$ cat src/rtl/sim_ctrl_regs.sv
// Simulation control registers: firmware exit code, VCD dump trigger and an optional cycle timer.
// The timer (FSM, counter, completed-interval count, busy flag) is built only when SIM_CTRL_TIMER_EN is defined.
module sim_ctrl_regs #(
    parameter int unsigned TIMER_W = 32
) (
    input  logic        sys_clk,
    input  logic        sys_rst_n,
    input  logic        req_i,
    input  logic        we_i,
    input  logic [4:0]  addr_i,
    input  logic [31:0] wdata_i,
    output logic        gnt_o,
    output logic        rvalid_o,
    output logic [31:0] rdata_o,
    output logic        err_o,
    output logic        exit_valid_o,
    output logic [31:0] exit_value_o,
    output logic        vcd_trigger_o,
    output logic        timer_busy_o
);

    localparam logic [2:0] REG_EXIT  = 3'd0;
    localparam logic [2:0] REG_VCD   = 3'd1;
    localparam logic [2:0] REG_TCTRL = 3'd2;
    localparam logic [2:0] REG_TCNT  = 3'd3;
    localparam logic [2:0] REG_TRUNS = 3'd4;

    if (TIMER_W < 8 || TIMER_W > 32) begin : g_bad_timer_w
        $error("sim_ctrl_regs: TIMER_W must lie in 8..32");
    end

    logic [2:0]  reg_sel;
    logic        addr_lsb_unused;
    logic        mapped;
    logic        read_only;
    logic        acc_err;
    logic        wr_ok;
    logic        exit_we;
    logic        vcd_we;
    logic [31:0] rdata_d;
    logic [31:0] tctrl_rd;
    logic [31:0] tcnt_rd;
    logic [31:0] truns_rd;

    // The bus grants every request immediately; the response follows one edge later.
    assign gnt_o           = req_i;
    assign reg_sel         = addr_i[4:2];
    assign addr_lsb_unused = ^addr_i[1:0];

    assign mapped    = (reg_sel <= REG_TRUNS);
    assign read_only = (reg_sel == REG_TCNT) || (reg_sel == REG_TRUNS);
    assign acc_err   = !mapped || (we_i && read_only);
    assign wr_ok     = req_i && we_i && !acc_err;
    assign exit_we   = wr_ok && (reg_sel == REG_EXIT) && !exit_valid_o;
    assign vcd_we    = wr_ok && (reg_sel == REG_VCD);

    // NOTE: every signal written in always_comb gets a default first, so no path leaves it unassigned and no latch is inferred.
    always_comb begin
        rdata_d = '0;
        if (req_i && !we_i && !acc_err) begin
            case (reg_sel)
                REG_VCD:   rdata_d = {31'b0, vcd_trigger_o};
                REG_TCTRL: rdata_d = tctrl_rd;
                REG_TCNT:  rdata_d = tcnt_rd;
                REG_TRUNS: rdata_d = truns_rd;
                default:   rdata_d = '0;
            endcase
        end
    end

    // NOTE: sequential state is updated with non-blocking assignments so every flop samples pre-edge values.
    always_ff @(posedge sys_clk or negedge sys_rst_n) begin
        if (!sys_rst_n) begin
            rvalid_o <= 1'b0;
            rdata_o  <= '0;
            err_o    <= 1'b0;
        end else begin
            rvalid_o <= req_i;
            rdata_o  <= rdata_d;
            err_o    <= req_i && acc_err;
        end
    end

    // Exit code is captured once and held until reset; later writes are silently dropped.
    always_ff @(posedge sys_clk or negedge sys_rst_n) begin
        if (!sys_rst_n) begin
            exit_valid_o  <= 1'b0;
            exit_value_o  <= '0;
            vcd_trigger_o <= 1'b0;
        end else begin
            if (exit_we) begin
                exit_valid_o <= 1'b1;
                exit_value_o <= wdata_i;
            end
            if (vcd_we) begin
                vcd_trigger_o <= wdata_i[0];
            end
        end
    end

`ifdef SIM_CTRL_TIMER_EN
    typedef enum logic [1:0] {
        T_IDLE = 2'd0,
        T_RUN  = 2'd1,
        T_DONE = 2'd2
    } timer_state_t;

    timer_state_t       state_q;
    timer_state_t       state_d;
    logic [TIMER_W-1:0] cnt_q;
    logic [TIMER_W-1:0] cnt_d;
    logic [15:0]        runs_q;
    logic [15:0]        runs_d;
    logic               tctrl_we;
    logic               start_cmd;
    logic               stop_cmd;

    // Start and stop together cancel out and are accepted as a no-op.
    assign tctrl_we  = wr_ok && (reg_sel == REG_TCTRL);
    assign start_cmd = tctrl_we && (wdata_i[1:0] == 2'b01);
    assign stop_cmd  = tctrl_we && (wdata_i[1:0] == 2'b10);

    always_comb begin
        state_d = state_q;
        cnt_d   = cnt_q;
        runs_d  = runs_q;
        case (state_q)
            T_RUN: begin
                cnt_d = (&cnt_q) ? cnt_q : cnt_q + 1'b1;
                if (start_cmd) begin
                    cnt_d = '0;
                end else if (stop_cmd) begin
                    state_d = T_DONE;
                    runs_d  = runs_q + 16'd1;
                end
            end
            default: begin
                if (start_cmd) begin
                    cnt_d   = '0;
                    state_d = T_RUN;
                end
            end
        endcase
    end

    always_ff @(posedge sys_clk or negedge sys_rst_n) begin
        if (!sys_rst_n) begin
            state_q <= T_IDLE;
            cnt_q   <= '0;
            runs_q  <= '0;
        end else begin
            state_q <= state_d;
            cnt_q   <= cnt_d;
            runs_q  <= runs_d;
        end
    end

    assign timer_busy_o = (state_q == T_RUN);
    assign tctrl_rd     = {30'b0, state_q == T_DONE, state_q == T_RUN};
    assign tcnt_rd      = 32'(cnt_q);
    assign truns_rd     = {16'b0, runs_q};
`else
    assign timer_busy_o = 1'b0;
    assign tctrl_rd     = '0;
    assign tcnt_rd      = '0;
    assign truns_rd     = '0;
`endif

endmodule

$ cat config.mk
export PLATFORM = sky130hd
export DESIGN_NAME = sim_ctrl_regs
export DESIGN_NICKNAME = d
export VERILOG_FILES = /design/src/rtl/sim_ctrl_regs.sv
export SDC_FILE = /design/constraint.sdc
export NUM_CORES = 1
export LEC_CHECK = 0
export ABC_CLOCK_PERIOD_IN_PS = 4400
export CAP_MARGIN = 10
export CELL_PAD_IN_SITES_DETAIL_PLACEMENT = 1
export CELL_PAD_IN_SITES_GLOBAL_PLACEMENT = 1
export CORE_MARGIN = 1
export CORE_UTILIZATION = 25
export CTS_CLUSTER_DIAMETER = 80
export DETAILED_ROUTE_END_ITERATION = 10
export GPL_ROUTABILITY_DRIVEN = 0
export HOLD_SLACK_MARGIN = 0.12
export PLACE_DENSITY = 0.79
export SLEW_MARGIN = 20
export SYNTH_ARGS = -nofsm -noshare
export SYNTH_HDL_FRONTEND = slang
export SYNTH_SLANG_ARGS = --single-unit
$ cat constraint.sdc
create_clock -name sys_clk -period 4.4 [get_ports sys_clk]
set_clock_uncertainty 0.2 [all_clocks]
set_input_delay 0.88 -clock sys_clk [delete_from_list [all_inputs] [get_ports sys_clk]]
set_output_delay 0.88 -clock sys_clk [all_outputs]
set_load 0.02 [all_outputs]
Yosys cells after proc, flatten, opt, wreduce, memory -nomap -nowiden
Cells that the tools add are included.
- register bits: 68
- output and inout bits: 70
- logic and storage cells: 28
- $lt $le $gt $ge: 1
- eq/ne operators: 3
- multiplexer cells: 2
- reductions and logical operators: 16
- operators by type and width (operator ; number):
    32-bit 2-to-1 mux ; 1
    1-bit logical AND ; 9
    1-bit zero test ; 4
    3-bit by 1-bit == test with 1-bit output, second input constant ; 1
    3-bit by 2-bit == test with 1-bit output, second input constant ; 1
    3-bit == test, second input constant ; 1
    3-bit <= comparator, second input constant ; 1
    3-bit zero test ; 1
    1-bit logical OR ; 2
    1-bit 2-to-1 mux ; 1

Depth between registers and ports, before layout
- depth in word-level cells: 8
- mapped depth: 5
- gate-level depth less buffers: 3

Least setup slack after synthesis
OpenSTA, ideal clock, no wires.
- path type: input-to-reg
- start: in addr_i[4]
- end: reg exit_value_o[10]
- library setup time: 0.125 ns
- arrival: 1.854 ns
- required time: 4.075 ns
- slack: 2.221 ns
- stages on the path: 5
- buffers on the path: 2
- path through: nor3b_2 > and4bb_1 > buf_6 > buf_12 > mux2_4
- cells in the longest elaborated chain, start to end: 8
- elaborated cells on any way between the ends: 12
- classes of those cells: 1 x order compare; 2 x eq/ne; 9 x reduce/logical
- RTL lines (what ; line ; RTL):
    from (decl) ; 10 ; input logic [4:0] addr_i,
    branches (longest 6 deep; another with 3-bit <= comparator) ; -- ;
    1-bit logical AND * (2 in series) ; 54 ; assign exit_we = wr_ok && (reg_sel == REG_EXIT) && !exit_valid_o;
    to (signal assigned) ; 93 ; exit_value_o <= wdata_i;
    to (decl) ; 17 ; output logic [31:0] exit_value_o,
Every way passes the cells marked *.
A chain may end at the register's enable or synchronous reset.

Worst setup path after layout
- start: in req_i
- end: out gnt_o
- RTL lines (what ; line ; RTL):
    from (decl) ; 8 ; input logic req_i,
    to (decl) ; 12 ; output logic gnt_o,
No word-level cell between the ends.

==> results.ini <==
[run_status]
outcome=complete, no violations

[floorplan]
fp.dieArea_mm2=0.007551
die_w_um=86.90
core-area_mm2=0.006869
die_h_um=86.90
row_count=30
initial_core_util=0.2623
io_pins=111

[logic_synthesis]
synth-seq-area-share=0.5139
synth_top_cell_by_area=dfrtp_1
synth.most_common_cell=dfrtp_1
synth-edff-count=0
syn-instance-count=117
synth_flop_cell=dfrtp_1
avgSynthCellArea_um2=15.40
synth-seq-cells=37
synthTopCellsByArea=dfrtp_1 (51%), mux2_4 (24%), buf_4 (14%)
yosys_warnings=0
synth_area_mm2=0.001802
synth_top_area_share=0.5139
async_reset_ff_frac=1.000
synth_common_cells=dfrtp_1 (37), buf_4 (33), mux2_4 (29)
synth_cell_type_count=16

[timing]
slew_violations=0
fin_crit_ps=3098
hold_viol=0
setup_tns_ps=0
worst_pin_slew_ps=841.8
max_slew_margin=0.4388
grt_setup_unrepaired=no
period_share=0.7042
setup_viol_count_final=0
fmax_ghz=0.3228

[cts]
ctsResizeCount=0
ctsLongestPathBuffers=2
ctsHtreeMaxLevel=2
cts_made_buffers=5
postCtsSetupRepairBufs=0
postCtsHoldBufs=0
insertion_delay_ps=280
cts_sinks=37
cts_tree=built
clk_pin_slew_ps=70
root_buffer=clkbuf_8

[job]
drv_cap=0

[power]
p_leak_uw=0.001148
peakVddDrop_uv=132.7
p_per_area_mw_per_mm2=490.2

[route]
first_pass_iters=3
drcViolationCount=0
drt_iter0_drc=20
via_per_inst=3.709
post_drt_wl_per_cell_um=13.32
totalWireLength_um=3888
antenna_left=0
vias=1083

[global_routing]
top_usage_layer=met2
grt_pass1_vias=1108
grt_usage=0.1039
gr-usage-met1=0.1229
grtUsageMet3=0.02085
grt_overflow=0
grt_pass1_wl_um=5927
antenna_found_initial=0
grt_use_met2=0.1818
grt_max_degree=38

[setup_path]
critPathLaunchType=primary input
crit_type=primary input to output port
critPathBufInv=2
reg2reg_from=exit_valid_o
crit_arrival_ps=2020
cp_common_cell=clkdlybuf4s50_1
worstPathCellList=clkdlybuf4s50_1 -> clkdlybuf4s50_1
max_stage_delay_ps=620
slowest_stage=clkdlybuf4s50_1
cp_max_fo=4
cp-end-kind=output port
crit_start=req_i
worst_ep_required_time_ps=3320
r2r_slack_ps=2300
critical_path.top_delay_family=buffers and inverters

[finish]
layout-drive-gt1-share=0.2449
nFillCells=746
num_antenna_cells=0
syn2layout_area_growth_pct=43.26
final_cells=292
nNetsFinal=236

[worst_hold_path]
hp-start=exit_value_o[10]
hold_path.class=flip-flop to flip-flop

[placed_design]
port_buffers=76
dpl.hpwl_um=2874
post-place-cells=284

[logic make-up (layout without fill, tap and decap cells)]
kind of cell    count (synthesis)  count (layout)  synth area share
flops                          37              37            0.5139
other cells                     1              32          0.002081
compound gates                  3               3           0.01181
mux                            33              33            0.2667
simple gates                    6               6           0.02847
buf+inv                        37              85            0.1771
[flip-flops by register name (all words and copies together), names as in the netlist]
name and count:
exit_value_o 32, err_o 1, exit_valid_o 1, rdata_o 1
rvalid_o 1, vcd_trigger_o 1
[final cells by class]
type,instances,area (um2),area share
Sequential cell,37,925.9,0.3587
Clock buffer,5,68.82,0.02666
Timing Repair Buffer,77,775.7,0.3005
Clock inverter,3,17.52,0.006786
Tap cell,96,120.1,0.04653
Multi-Input combinational cell,74,673.1,0.2608
[per-layer routing]
metal  wire [um]  vias to the layer above
met2        1983                       57
li1            -                      482
met4          56                        0
met1        1602                      539
met5           0                        -
met3         246                        5
[final timing paths]
path	to	cells after the start
max in group asynchronous	exit_value_o[13]	1
min in group asynchronous	exit_value_o[7]	1
setup / recovery	gnt_o	2
setup reg to reg	exit_value_o[14]	3
hold / removal	exit_value_o[10]	1
hold reg to reg	exit_value_o[10]	1
[report_power, final]
| part | switching, uW | internal (uW) | leakage [uW] |
|---|---|---|---|
| registers | 54.4 | 437 | 0.000466 |
| clock network | 124 | 109 | 0.0000439 |
| logic | 233 | 307 | 0.000639 |
[placed cells by master, fill, tap and decap left out, types with 2 or more instances in the layout]
master	n
clkinv_2	2
clkdlybuf4s50_1	75
clkbuf_8	5
mux2_2	4
dfrtp_1	37
mux2_4	29
conb_1	32
[per-stage QoR]
step	utilization	worst slack (ps)	hold WS, ps	total power, uW	cell area (um2)
floorplan	-	2221	384.4	797.3	1918
global placement	0.3632	1106	290.6	1029	2495
detailed placement	0.3632	1068	292.3	1041	2495
CTS	0.3758	1294	315.9	1285	2581
global route	0.3758	1266	320.0	1327	2581
finish	0.3758	1302	313.0	1265	2581
Note: power is estimated with default switching activity, not from simulation.
